==> config.mk <==
export PLATFORM = sky130hd
export DESIGN_NAME = csr_trap
export DESIGN_NICKNAME = d
export VERILOG_FILES = /design/src/rtl/csr_trap.sv
export SDC_FILE = /design/constraint.sdc
export NUM_CORES = 1
export LEC_CHECK = 0
export CORE_MARGIN = 1.5
export CORE_UTILIZATION = 50
export DETAILED_ROUTE_END_ITERATION = 10
export GPL_ROUTABILITY_DRIVEN = 0
export PLACE_DENSITY = 0.88
export SKIP_LAST_GASP = 1
export SLEW_MARGIN = 20
export SYNTH_ARGS = -nofsm -noshare
export SYNTH_HDL_FRONTEND = slang
export SYNTH_SLANG_ARGS = --single-unit
==> constraint.sdc <==
create_clock -name clk -period 4.6 [get_ports clk]
set_input_delay 1.38 -clock clk [delete_from_list [all_inputs] [get_ports clk]]
set_output_delay 1.38 -clock clk [all_outputs]
set_load 0.005 [all_outputs]
==> src/rtl/csr_trap.sv <==
// ============================================================================
//  Module   : csr_trap
//  Brief    : Machine-mode CSR file with trap entry/return, external
//             interrupt pending logic and 64-bit cycle/instret counters.
//  Revision : 1.0  initial release
// ============================================================================
`default_nettype none

module csr_trap #(
    parameter logic [31:0] MTVEC_RESET = 32'h0000_0000,
    parameter logic [31:0] HART_ID     = 32'd0
) (
    input  logic        clk,
    input  logic        rst_n,
    input  logic        trap_taken,
    input  logic [4:0]  trap_src,
    input  logic [31:0] trap_pc,
    input  logic [31:0] trap_tval,
    input  logic        trap_return,
    input  logic        retire,
    input  logic        external_int,
    input  logic [1:0]  csr_op,
    input  logic [11:0] csr_addr,
    input  logic [31:0] csr_wdata,
    output logic [31:0] csr_rdata,
    output logic        csr_illegal,
    output logic [31:0] mtvec_rdata,
    output logic [31:0] mepc_rdata,
    output logic        int_pending
);

    localparam logic [11:0] c_ADDR_MSTATUS   = 12'h300;
    localparam logic [11:0] c_ADDR_MIE       = 12'h304;
    localparam logic [11:0] c_ADDR_MTVEC     = 12'h305;
    localparam logic [11:0] c_ADDR_MSCRATCH  = 12'h340;
    localparam logic [11:0] c_ADDR_MEPC      = 12'h341;
    localparam logic [11:0] c_ADDR_MCAUSE    = 12'h342;
    localparam logic [11:0] c_ADDR_MTVAL     = 12'h343;
    localparam logic [11:0] c_ADDR_MIP       = 12'h344;
    localparam logic [11:0] c_ADDR_MCYCLE    = 12'hB00;
    localparam logic [11:0] c_ADDR_MCYCLEH   = 12'hB80;
    localparam logic [11:0] c_ADDR_MINSTRET  = 12'hB02;
    localparam logic [11:0] c_ADDR_MINSTRETH = 12'hB82;
    localparam logic [11:0] c_ADDR_MHARTID   = 12'hF14;

    localparam logic [1:0]  c_OP_NONE  = 2'b00;
    localparam logic [1:0]  c_OP_WRITE = 2'b01;
    localparam logic [1:0]  c_OP_SET   = 2'b10;
    localparam logic [1:0]  c_OP_CLEAR = 2'b11;

    localparam logic [31:0] c_LOW2_MASK = 32'hFFFF_FFFC;

    // Architectural state
    logic        r_mie;
    logic        r_mpie;
    logic        r_meie;
    logic        r_meip;
    logic [31:0] r_mtvec;
    logic [31:0] r_mscratch;
    logic [31:0] r_mepc;
    logic [31:0] r_mcause;
    logic [31:0] r_mtval;
    logic [31:0] r_mcycle_lo;
    logic [31:0] r_mcycle_hi;
    logic [31:0] r_minstret_lo;
    logic [31:0] r_minstret_hi;

    // Combinational helpers
    logic [31:0] w_rdata;
    logic        w_supported;
    logic [31:0] w_new;
    logic        w_csr_we;
    logic [63:0] w_mcycle_inc;
    logic [63:0] w_minstret_inc;
    logic        w_tval_keep;

    // Read mux: current (pre-update) value and address decode
    always_comb begin
        w_rdata     = 32'h0000_0000;
        w_supported = 1'b1;
        case (csr_addr)
            c_ADDR_MSTATUS:   w_rdata = {19'b0, 2'b11, 3'b0, r_mpie, 3'b0, r_mie, 3'b0};
            c_ADDR_MIE:       w_rdata = {20'b0, r_meie, 11'b0};
            c_ADDR_MTVEC:     w_rdata = r_mtvec & c_LOW2_MASK;
            c_ADDR_MSCRATCH:  w_rdata = r_mscratch;
            c_ADDR_MEPC:      w_rdata = r_mepc & c_LOW2_MASK;
            c_ADDR_MCAUSE:    w_rdata = r_mcause;
            c_ADDR_MTVAL:     w_rdata = r_mtval;
            c_ADDR_MIP:       w_rdata = {20'b0, r_meip, 11'b0};
            c_ADDR_MCYCLE:    w_rdata = r_mcycle_lo;
            c_ADDR_MCYCLEH:   w_rdata = r_mcycle_hi;
            c_ADDR_MINSTRET:  w_rdata = r_minstret_lo;
            c_ADDR_MINSTRETH: w_rdata = r_minstret_hi;
            c_ADDR_MHARTID:   w_rdata = HART_ID;
            default:          w_supported = 1'b0;
        endcase
    end

    // Operand combine, legality check and write enable
    always_comb begin
        case (csr_op)
            c_OP_WRITE: w_new = csr_wdata;
            c_OP_SET:   w_new = w_rdata | csr_wdata;
            c_OP_CLEAR: w_new = w_rdata & ~csr_wdata;
            default:    w_new = w_rdata;
        endcase
        csr_illegal = (csr_op != c_OP_NONE) &&
                      (!w_supported ||
                       ((csr_op == c_OP_WRITE) && (csr_addr[11:10] == 2'b11)));
        // Traps and returns take priority and swallow any CSR op in the same cycle
        w_csr_we    = (csr_op != c_OP_NONE) && !csr_illegal && !trap_taken && !trap_return;
        w_tval_keep = (trap_src == 5'h00) || (trap_src == 5'h04) || (trap_src == 5'h06);
        w_mcycle_inc   = {r_mcycle_hi, r_mcycle_lo} + 64'd1;
        w_minstret_inc = {r_minstret_hi, r_minstret_lo} + 64'd1;
    end

    assign csr_rdata   = w_rdata;
    assign mtvec_rdata = r_mtvec & c_LOW2_MASK;
    assign mepc_rdata  = r_mepc & c_LOW2_MASK;
    assign int_pending = r_meip & r_meie & r_mie;

    // Trap entry/return and software CSR updates
    always_ff @(posedge clk or negedge rst_n) begin
        if (!rst_n) begin
            r_mie      <= 1'b0;
            r_mpie     <= 1'b0;
            r_meie     <= 1'b0;
            r_mtvec    <= MTVEC_RESET & c_LOW2_MASK;
            r_mscratch <= 32'h0;
            r_mepc     <= 32'h0;
            r_mcause   <= 32'h0;
            r_mtval    <= 32'h0;
        end else if (trap_taken) begin
            r_mepc   <= trap_pc & c_LOW2_MASK;
            r_mcause <= {trap_src[4], 27'b0, trap_src[3:0]};
            r_mtval  <= w_tval_keep ? trap_tval : 32'h0;
            r_mpie   <= r_mie;
            r_mie    <= 1'b0;
        end else if (trap_return) begin
            r_mie  <= r_mpie;
            r_mpie <= 1'b1;
        end else if (w_csr_we) begin
            case (csr_addr)
                c_ADDR_MSTATUS: begin
                    r_mie  <= w_new[3];
                    r_mpie <= w_new[7];
                end
                c_ADDR_MIE:      r_meie     <= w_new[11];
                c_ADDR_MTVEC:    r_mtvec    <= w_new & c_LOW2_MASK;
                c_ADDR_MSCRATCH: r_mscratch <= w_new;
                c_ADDR_MEPC:     r_mepc     <= w_new & c_LOW2_MASK;
                c_ADDR_MCAUSE:   r_mcause   <= w_new;
                c_ADDR_MTVAL:    r_mtval    <= w_new;
                default: ;
            endcase
        end
    end

    // External interrupt level synchroniser into mip.MEIP
    always_ff @(posedge clk or negedge rst_n) begin
        if (!rst_n) begin
            r_meip <= 1'b0;
        end else begin
            r_meip <= external_int;
        end
    end

    // mcycle: free-running, a write to one half holds the other half
    always_ff @(posedge clk or negedge rst_n) begin
        if (!rst_n) begin
            r_mcycle_lo <= 32'h0;
            r_mcycle_hi <= 32'h0;
        end else if (w_csr_we && (csr_addr == c_ADDR_MCYCLE)) begin
            r_mcycle_lo <= w_new;
        end else if (w_csr_we && (csr_addr == c_ADDR_MCYCLEH)) begin
            r_mcycle_hi <= w_new;
        end else begin
            {r_mcycle_hi, r_mcycle_lo} <= w_mcycle_inc;
        end
    end

    // minstret: counts retirements, same override rules as mcycle
    always_ff @(posedge clk or negedge rst_n) begin
        if (!rst_n) begin
            r_minstret_lo <= 32'h0;
            r_minstret_hi <= 32'h0;
        end else if (w_csr_we && (csr_addr == c_ADDR_MINSTRET)) begin
            r_minstret_lo <= w_new;
        end else if (w_csr_we && (csr_addr == c_ADDR_MINSTRETH)) begin
            r_minstret_hi <= w_new;
        end else if (retire) begin
            {r_minstret_hi, r_minstret_lo} <= w_minstret_inc;
        end
    end

endmodule

`default_nettype wire
==> results list, run 1 <==
- The flow did not finish.
- Last step reached: global routing (5_1_grt)
* Error Message: [ERROR GRT-0232] Routing congestion too high. Check the congestion heatmap in the GUI.
- Dominant combinational cell family by area after synthesis: compound AO/OA/AOI/OAI gates
* Synth warnings: 0
- CTS H-tree lvls: 1
- Die outline width: 192 um
- Share of synthesized area occupied by flip-flops and latches: 0.405
- For this configuration, the core starts out at a cell density of 0.512.
- The average instance in the mapped netlist occupies just under 9 sq um.
* Site Rows: between 60 and 70
- Of the total synthesized cell area, the portion taken by XOR and XNOR cells is 0.0182.
* Largest net degree at the start of global routing: 103
- Count of unique library cells instantiated by Yosys: 95
- Measured against the total synthesized area, the mux share comes to 0.0397.
- FF+latch count, synth: 288
* DP HPWL: 56800 um
* Number of flops mapped to enable cells by yosys: 0
- Main synth FF type: sky130_fd_sc_hd__dfrtp_1
* FFs w/ async S/R, synth: 1.00
- Measured along the y axis, the die boundary spans 192 um.
- Buffers inserted during clock tree synthesis total 31.
- Area share of fa/ha/maj cells after synthesis: 0.00140
* Synthesized cell area: 0.0178 sq mm
* Grt ovf: 363
- Max Buffers Root-to-Sink: 3
* Top-Level Pins: approximately 220
- The compound-gate portion of the synthesized area was 0.270.
- Cell count after synthesis: 2049
- Of the total synthesized cell area, the portion taken by AND, OR, NAND and NOR gates is 0.222.
- Clock tree synthesis selected as its root buffer the cell sky130_fd_sc_hd__clkbuf_16.
* Total Routing Usage GR: 0.829
- IO Port Bufs: about 210
- For this design, the sink count on the clock tree is between 200 and 300.
-- synthesized netlist by cell type (7+ instances only) --
library cell,number,area (sq um)
sky130_fd_sc_hd__a22oi_1,53,398
sky130_fd_sc_hd__nand3_1,101,505
sky130_fd_sc_hd__and2_1,23,144
sky130_fd_sc_hd__o211a_1,9,90.1
sky130_fd_sc_hd__nor2b_1,9,56.3
sky130_fd_sc_hd__o22ai_1,18,113
sky130_fd_sc_hd__buf_1,13,48.8
sky130_fd_sc_hd__or3_1,16,100
sky130_fd_sc_hd__a32oi_1,18,158
sky130_fd_sc_hd__nor2_1,128,480
sky130_fd_sc_hd__xnor2_1,36,315
sky130_fd_sc_hd__a21oi_1,126,631
sky130_fd_sc_hd__nor3b_1,16,120
sky130_fd_sc_hd__nor3_1,54,270
sky130_fd_sc_hd__o211ai_1,49,368
sky130_fd_sc_hd__a41oi_1,8,70.1
sky130_fd_sc_hd__a211oi_2,29,363
sky130_fd_sc_hd__a22o_1,19,166
sky130_fd_sc_hd__o21ai_0,201,1010
sky130_fd_sc_hd__a222oi_1,12,120
sky130_fd_sc_hd__a221oi_1,17,149
sky130_fd_sc_hd__a31oi_1,23,144
sky130_fd_sc_hd__nand4_1,44,275
sky130_fd_sc_hd__mux2_2,15,169
sky130_fd_sc_hd__a211oi_1,13,97.6
sky130_fd_sc_hd__o221ai_1,22,193
sky130_fd_sc_hd__nand2b_1,7,43.8
sky130_fd_sc_hd__dfrtp_1,288,7210
sky130_fd_sc_hd__nand3b_1,8,60.1
sky130_fd_sc_hd__nor4_1,19,119
sky130_fd_sc_hd__nand2_1,241,905
sky130_fd_sc_hd__inv_1,19,71.3
sky130_fd_sc_hd__buf_2,30,150
sky130_fd_sc_hd__o21ai_1,23,115
sky130_fd_sc_hd__mux2i_1,47,470
sky130_fd_sc_hd__a21o_1,9,67.6
sky130_fd_sc_hd__and4_1,15,131
sky130_fd_sc_hd__buf_4,12,90.1
sky130_fd_sc_hd__clkbuf_1,101,379
sky130_fd_sc_hd__and3_1,39,244
-- what timing repair did --
item	4_1_cts
setup endpoints to repair	33
gates cloned	5
resized for setup	313
hold buffers	0
buffers inserted	112
pin swaps	75
-- kinds of logic after synthesis --
group,Yosys count
flip-flops,288
adder cells (fa/ha/maj),2
AND/OR/NAND/NOR,771
buffers and inverters,179
XOR/XNOR,37
multiplexers,65
AO/OA/AOI/OAI,706
other,1
-- through the flow --
step | cells | util | cell area, sq um | worst slack [ps] | setup TNS, ps
floorplan | 2052 | - | 17800 | 112 | 0
global placement | 2811 | 0.631 | 22000 | -951 | -28710
detailed placement | 2811 | 0.631 | 22000 | -949 | -29600
CTS | 2977 | 0.702 | 24400 | -114 | -1480
-- per-layer routing --
layer | track usage | GRT overflow
met2 | 0.906 | 163
met1 | 0.810 | 62
met3 | 0.790 | 33
met4 | 0.790 | 97
met5 | 0.758 | 8
==> run 2, diff against run 1 <==
- CORE_UTILIZATION: 50 -> 35
- PLACE_DENSITY: 0.88 -> unset
- PLACE_DENSITY_LB_ADDON: unset -> 0.15
- clock period: 4.6 -> 6 ns (I/O delays scaled with it)
==> results list, run 2 <==
- The final reports fail on negative setup slack.
- Worst endpoint data arrival time: 4230 ps
- The worst pin sits at a relative slew slack of 0.204.
- For the worst-skew pair, the clock arrives at the later sink with an insertion delay of 570 ps.
- Synth-to-layout area growth: 33.3%
* Most frequent cells after synthesis: 288 x sky130_fd_sc_hd__dfrtp_1, 241 x sky130_fd_sc_hd__nand2_1, 201 x sky130_fd_sc_hd__o21ai_0
- Synthesis inferred ~290 register bits.
* Effective utilization at floorplan: 0.355
- Minimum clock period: 6030 ps
* Proportion of layout cells with a drive suffix above 1: 0.185
- Initial antenna violation count: 3
- The worst setup path is captured at an output pin.
- DRC violation count after routing: 0
- Synth warnings: 0
- The wire-length estimate of the detail-placed layout is 61500 um.
- The routed design has around 84000 um of wire.
* Top cells by area, synth: sky130_fd_sc_hd__dfrtp_1 40%, sky130_fd_sc_hd__o21ai_0 5.6%, sky130_fd_sc_hd__nand2_1 5.1%
* Via count of the routed design: just under 20000
- Synth top area share: 0.405
- Site Rows: 82
* Total Die Area: between 0.05 and 0.06 sq mm
- Clock-pin slew was measured on the worst setup and hold paths at approximately 60 ps.
- The clock drives between 200 and 300 sinks.
* Pleak: 9.74 nW
- In the synthesized netlist the dominant register cell turns out to be sky130_fd_sc_hd__dfrtp_1.
- Dividing total power by cell area gives a power density of 212 mW/mm^2.
* Die outline width: about 230 um
- The synthesized design spends more area on one cell type than any other, namely sky130_fd_sc_hd__dfrtp_1.
- Simple-gate share of the synthesized area: 0.222
- Number of standard cells in the final layout excluding fillers: about 3100
- Post-route fraction of the period consumed by the critical path: 1.01
- Relative contribution of sequential cells to total power: 0.424
* Max-cap violations: 0
- Synthesis handed over a netlist of between 2000 and 2500 instances.
- TritonCTS built the clock tree.
- For this design, the CTS-stage hold fixing added 0 buffers.
* DP Worst Slack: -619 ps
* Min setup slack post-route: -30.9 ps
- The compound-gate portion of the synthesized area was 0.270.
- Maximum ir drop on the vdd rail: 0.172 mV
- Of the total power, combinational logic draws 0.128.
- Total Routing Usage GR: 0.313
- Starting DRC count in detailed routing: 2073
* Worst-Margin Slew: 1190 ps
- Of the total synthesized cell area, the portion taken by full adders, half adders and majority gates is 0.00140.
* Crit path launch type: input port
- Grt ovf: 0
* Share of synthesized area occupied by flip-flops and latches: 0.405
* Avg Vias per Cell: 6.25
* Nets@finish: 2532
- Internal power: approximately 3.6 mW
* Fin Clk Skew: between 15 and 20 ps
* Global-route wire length before repair: between 100000 and 150000 um
- Setup violations remaining at the end of the flow were counted as 2.
- Of the total synthesized cell area, the portion taken by XOR and XNOR cells is 0.0182.
- For this design the total switching power over the nets is around 1.4 mW.
- Input and output buffers added on the ports amount to around 210.
- After synthesis, the largest family of logic cells by area is compound AO/OA/AOI/OAI gates.
- The min-delay analysis places its worst path in the category reg -> reg.
* Routed length per instance: 27.1 um
- Critical path class: in -> out
- Once detail routing completed, the nets flagged for antenna violations numbered 0.
- The clock tree synthesis step divided the H-tree into 2 levels.
- Highest-count cells in the layout ignoring fill and taps: 288 x sky130_fd_sc_hd__dfrtp_1, 239 x sky130_fd_sc_hd__buf_4, 238 x sky130_fd_sc_hd__nand2_1
- FFs w/ async S/R, synth: 1.00
- Pin placement for this block handled ~220 I/O pins.
* Switch share: 0.283
* Highest clock frequency the design can meet: 166 MHz
- Post-synthesis average cell area: 8.69 sq um
- TritonCTS created 37 clock buffers.
- The number of hold violations in the final report came to 0.
- Most frequent standard cell in the layout excluding fill and tap cells: sky130_fd_sc_hd__dfrtp_1
* Core region area: 0.0502 sq mm
* Multiplexer fraction of the synthesized cell area: 0.0397
- At the end of the flow the core is filled with cells to 0.473.
* Most frequently used cell type in the post-synthesis netlist: sky130_fd_sc_hd__dfrtp_1
* Drt first pass iters: 5
- The share of total power dissipated in the clock network is 0.448.
- The die is between 200 and 250 um tall.
- Entering global routing, the biggest net connects 128 pins.
- Number of flops mapped to enable cells by yosys: 0
* Highest fanout seen on the critical path: 7
- Vias in the first global route: between 15000 and 20000
* Final count of pins violating max slew: 0
- The flow ran to the end, but the final reports show violations.
- Setup repair after global routing could not meet its margin everywhere.
- In this run the clock root is driven by a sky130_fd_sc_hd__clkbuf_16.
- Max Buffers Root-to-Sink: 3
- Counting tap cells, the placed design contains a total of between 3000 and 4000 instances.
- STA puts the critical path data required time at 4200 ps.
* Count of unique library cells instantiated by Yosys: 95
- Synthesized cell area: roughly 0.018 sq mm
==> run 2: path summary, 6_finish.rpt <==
path | slack [ps] | start | end | depth (start not counted)
worst min-delay path | 480 | r_mscratch[28]$_DFFE_PN0P_ | r_mscratch[28]$_DFFE_PN0P_ | 2
max in group asynchronous | 3570 | rst_n | r_mscratch[3]$_DFFE_PN0P_ | 2
worst max-delay path | -30 | csr_addr[11] | csr_rdata[29] | 10
min in group asynchronous | 1230 | rst_n | r_minstret_hi[26]$_DFFE_PN0P_ | 1
worst max register to register | 2650 | r_minstret_lo[0]$_DFFE_PN0P_ | r_minstret_hi[14]$_DFFE_PN0P_ | 8
worst min register to register | 480 | r_mscratch[28]$_DFFE_PN0P_ | r_mscratch[28]$_DFFE_PN0P_ | 2
==> run 2: layer usage <==
| layer | share of wire | vias to the layer above | global-route usage |
|---|---|---|---|
| li1 | - | 8510 | - |
| met1 | 0.41 | 9622 | 0.424 |
| met2 | 0.45 | 1080 | 0.486 |
| met3 | 0.096 | 198 | 0.0606 |
| met4 | 0.043 | 0 | 0.133 |
| met5 | 0 | - | 0 |
==> run 2: timing repair <==
action,in CTS,in global routing
endpoints found under the setup margin,33,24
gates resized for setup,72,32
cloned,2,1
buffers inserted,11,12
pin swaps,14,12
==> run 2: power by group through the flow <==
stage / Sequential (mW) / Combinational [mW] / Clock, mW
after floorplan: 2.11 / 0.271 / 0
after global placement: 2.17 / 0.622 / 0
after detailed placement: 2.17 / 0.629 / 0
after CTS: 2.13 / 0.637 / 2.28
after global routing: 2.15 / 0.687 / 2.36
final: 2.14 / 0.648 / 2.26
==> run 2: final cells by class <==
type / count / area, sq um
fillers: 4805 / 26400
multi-input cells: 1585 / 10100
flip-flops and latches: 288 / 7210
repair buffers: 477 / 4320
clock buffers: 55 / 1130
well taps: 672 / 841
inverters: 20 / 75.1
clock inverters: 8 / 71.3
diodes: 1 / 2.50
==> run 2: per-stage QoR <==
| step | total power, mW | area (sq um) | hold WS, ps | setup TNS (ps) |
|---|---|---|---|---|
| after floorplan | 2.38 | 17800 | 445 | 0 |
| after global placement | 2.79 | 22000 | 461 | -15700 |
| after detailed placement | 2.80 | 22000 | 471 | -15990 |
| after CTS | 5.05 | 23600 | 484 | -77.6 |
| after global routing | 5.20 | 23800 | 505 | -199 |
| final | 5.04 | 23800 | 478 | -37.1 |
==> run 2: critical path, stage by stage <==
cell and delay [ps]:
sky130_fd_sc_hd__dlygate4sd2_1 270, sky130_fd_sc_hd__or4bb_4 570, sky130_fd_sc_hd__buf_12 170, sky130_fd_sc_hd__nor4_4 260, sky130_fd_sc_hd__buf_4 160, sky130_fd_sc_hd__buf_12 130, sky130_fd_sc_hd__a32oi_1 50, sky130_fd_sc_hd__o211ai_1 140
sky130_fd_sc_hd__or3_1 170, sky130_fd_sc_hd__clkdlybuf4s50_1 500
==> run 2: cells by family after synthesis <==
family | after synthesis
AO/OA/AOI/OAI | 706
XOR/XNOR | 37
adder cells (fa/ha/maj) | 2
buffers and inverters | 179
flip-flops | 288
multiplexers | 65
other | 1
AND/OR/NAND/NOR | 771
Note: power is estimated with default switching activity, not from simulation.
==> run 3, diff against run 2 <==
- CTS_CLUSTER_DIAMETER: unset -> 120
- CTS_CLUSTER_SIZE: unset -> 16
- REMOVE_ABC_BUFFERS: unset -> 1
==> results list, run 3 (synthesized netlist as in run 2, its figures left out) <==
* Synth-to-layout area growth: 29.4%
* Nets@finish: ~2500
- Dividing the detail-routed via count by the number of cells gives ~6.3.
- Largest net degree at the start of global routing: 99
* Post-route fraction of the period consumed by the critical path: 1.00
- Between clock sinks in the finished design, the worst skew comes to around 17 ps.
- For the pin with the worst max-slew slack, the measured transition is 1170 ps.
- Category of the worst setup path capture point: output pin
- Global-route wire length before repair: around 130000 um
- After the first detailed-routing iteration, the DRC count stood at 2586.
- Setup violations remaining at the end of the flow were counted as 1.
* Grt ovf: 0
* Proportion of layout cells with a drive suffix above 1: 0.168
* Failing checks: negative setup slack
- The library cells used most frequently in the layout, excluding fill and tap cells, are 288 x sky130_fd_sc_hd__dfrtp_1, 239 x sky130_fd_sc_hd__nand2_1, 217 x sky130_fd_sc_hd__buf_4.
- Drt first pass iters: 7
- Core region area: 0.0502 sq mm
- Clock tree synthesis selected as its root buffer the cell sky130_fd_sc_hd__clkbuf_16.
- Top-Level Pins: 219
- Sinks on the clock net: 288
- The later pin in the worst-skew pair is clocked with a latency of just under 600 ps.
- Max stage delay on crit path: between 500 and 600 ps
* Max Buffers Root-to-Sink: 3
- Min setup slack post-route: -24.8 ps
- Unrepaired setup endpoints after global routing: true
- Number of standard cells in the final layout excluding fillers: between 3000 and 4000
* Hold slack final: 486 ps
- Share of total power in combinational logic: 0.153
* Classification of the worst-slack hold path: reg -> reg
* Max-cap violations: 0
- Total Routing Usage GR: 0.323
- Final Hold Fails: 0
* DP HPWL: 63100 um
- Placed Cells incl. Taps: 2988
- Adding up every negative setup slack in the final design gives -24.8 ps.
- The flow ran to the end, but the final reports show violations.
- The initial utilization of the core area, before any placement, comes to 0.355.
* Final count of pins violating max slew: 0
- The final layout contains routed wiring with a total length of a little under 90000 um.
- Routed length per instance: 28.5 um
- Most frequent cell on the critical path: sky130_fd_sc_hd__buf_4
- Maximum ir drop on the vdd rail: 0.191 mV
- The floorplan step set the die width to ~230 um.
- At the worst endpoint, the required time is roughly 4200 ps.
- In this run the power spent charging and discharging nets is 1.25 mW.
* Headroom to the max-slew limit: 0.216
- Cell with the largest stage delay on the worst path: sky130_fd_sc_hd__or4_4
- Via count of the routed design: approximately 19000
- Crit path launch type: input port
- Overall power consumption after layout is estimated at 4.15 mW.
- Walking the worst path, the cells encountered are dlygate4sd2_1 > or4_4 > buf_4 > nor3_1 > buf_4 > a221o_1 > a2111oi_4 > inv_1 > clkdlybuf4s50_1.
- After floorplanning, the core was divided into approximately 80 placement rows.
* Cell area power density: 180 mW/mm^2
- CTS tree: yes
- Of all nets on the critical path, the largest fanout is 11.
- Vias in the first global route: between 15000 and 20000
- Clock-pin slew was measured on the worst setup and hold paths at approximately 70 ps.
* Minimum clock period: 6020 ps
* Critical path class: in -> out
- Measured on the finished design, the core utilization comes to 0.459.
- Of the total power, registers draw 0.512.
* Internal power: 2.90 mW
* Pleak: 9.24 nW
- DRC violation count after routing: 0
- The initial antenna violation count came to 3.
- The detail route stage leaves a number of antenna-violating nets equal to 0.
- CTS H-tree lvls: 1
- Die Y-Extent: 229 um
* Clock share of power: 0.334
- CTS buffer count: 21
* Worst endpoint data arrival time: 4220 ps
- IO Port Bufs: 212
* Total Die Area: 0.0523 sq mm
- Leaving out fill and tap cells, the most frequent cell in the layout is sky130_fd_sc_hd__dfrtp_1.
* Highest clock frequency the design can meet: 166 MHz
- Switch share: 0.301
## run 3: cell types whose count changed in the layout (fill, tap and decap cells not counted), sizes merged, moves of 5 or more
cell	previous run	this run
dlygate4sd2	13	6
clkbuf	59	23
buf	268	255
clkdlybuf4s50	180	185
clkinv	5	0
## run 3: metal layers
metal  GRT usage  routed length, um  up-vias
met2       0.508              38400     1053
li1            -                  -     8409
met4       0.136               4550        2
met3      0.0546               7710      209
met1       0.439              36200     9659
met5           0                 13        -
## run 3: final timing paths
path                                                 end  slack [ps]                    startpoint  cells past startpoint
max in group asynchronous         r_mepc[21]$_DFFE_PN0P_        3710                         rst_n                      2
setup / recovery                           csr_rdata[22]         -20                   csr_addr[3]                      9
hold / removal                r_mscratch[25]$_DFFE_PN0P_         490    r_mscratch[25]$_DFFE_PN0P_                      2
hold reg to reg               r_mscratch[25]$_DFFE_PN0P_         490    r_mscratch[25]$_DFFE_PN0P_                      2
setup reg to reg           r_minstret_hi[22]$_DFFE_PN0P_        2410  r_minstret_lo[0]$_DFFE_PN0P_                      8
min in group asynchronous         r_mtvec[5]$_DFFE_PN0P_        1250                         rst_n                      1
## run 3: cell type report
cell class,count,area (sq um)
well taps,672,841
repair buffers,460,4280
multi-input cells,1585,10100
inverters,20,75.1
clock inverters,1,8.76
fillers,4828,27100
clock buffers,21,526
diodes,2,5.00
flip-flops and latches,288,7210
## run 3: power groups by stage
stage	Clock, mW	Sequential, mW	Combinational, mW
6_report	1.39	2.12	0.636
3_5_place_dp	0	2.15	0.618
4_1_cts	1.39	2.12	0.626
3_3_place_gp	0	2.15	0.611
2_1_floorplan	0	2.12	0.228
5_1_grt	1.44	2.13	0.677
## run 3: per-stage QoR
step	worst slack, ps	instance area (sq um)
after floorplan	-166	17100
after global placement	-568	21900
after detailed placement	-544	21900
after CTS	-25.8	22800
after global routing	-43.6	23000
final	-24.8	23000
## run 3: worst max-delay path: cells and delay by family
| family | cells | cell delay [ps] |
|---|---|---|
| buffers and inverters | 5 | 1310 |
| and+or+nand+nor | 2 | 690 |
| AOI/OAI and AO/OA | 2 | 380 |
## run 3: what timing repair did
| action | 4_1_cts | 5_1_grt |
|---|---|---|
| cloned | 1 | 0 |
| setup endpoints to repair | 33 | 30 |
| pin swaps | 11 | 16 |
| hold buffers | 0 | 0 |
| setup buffers | 25 | 11 |
| resized for setup | 61 | 40 |
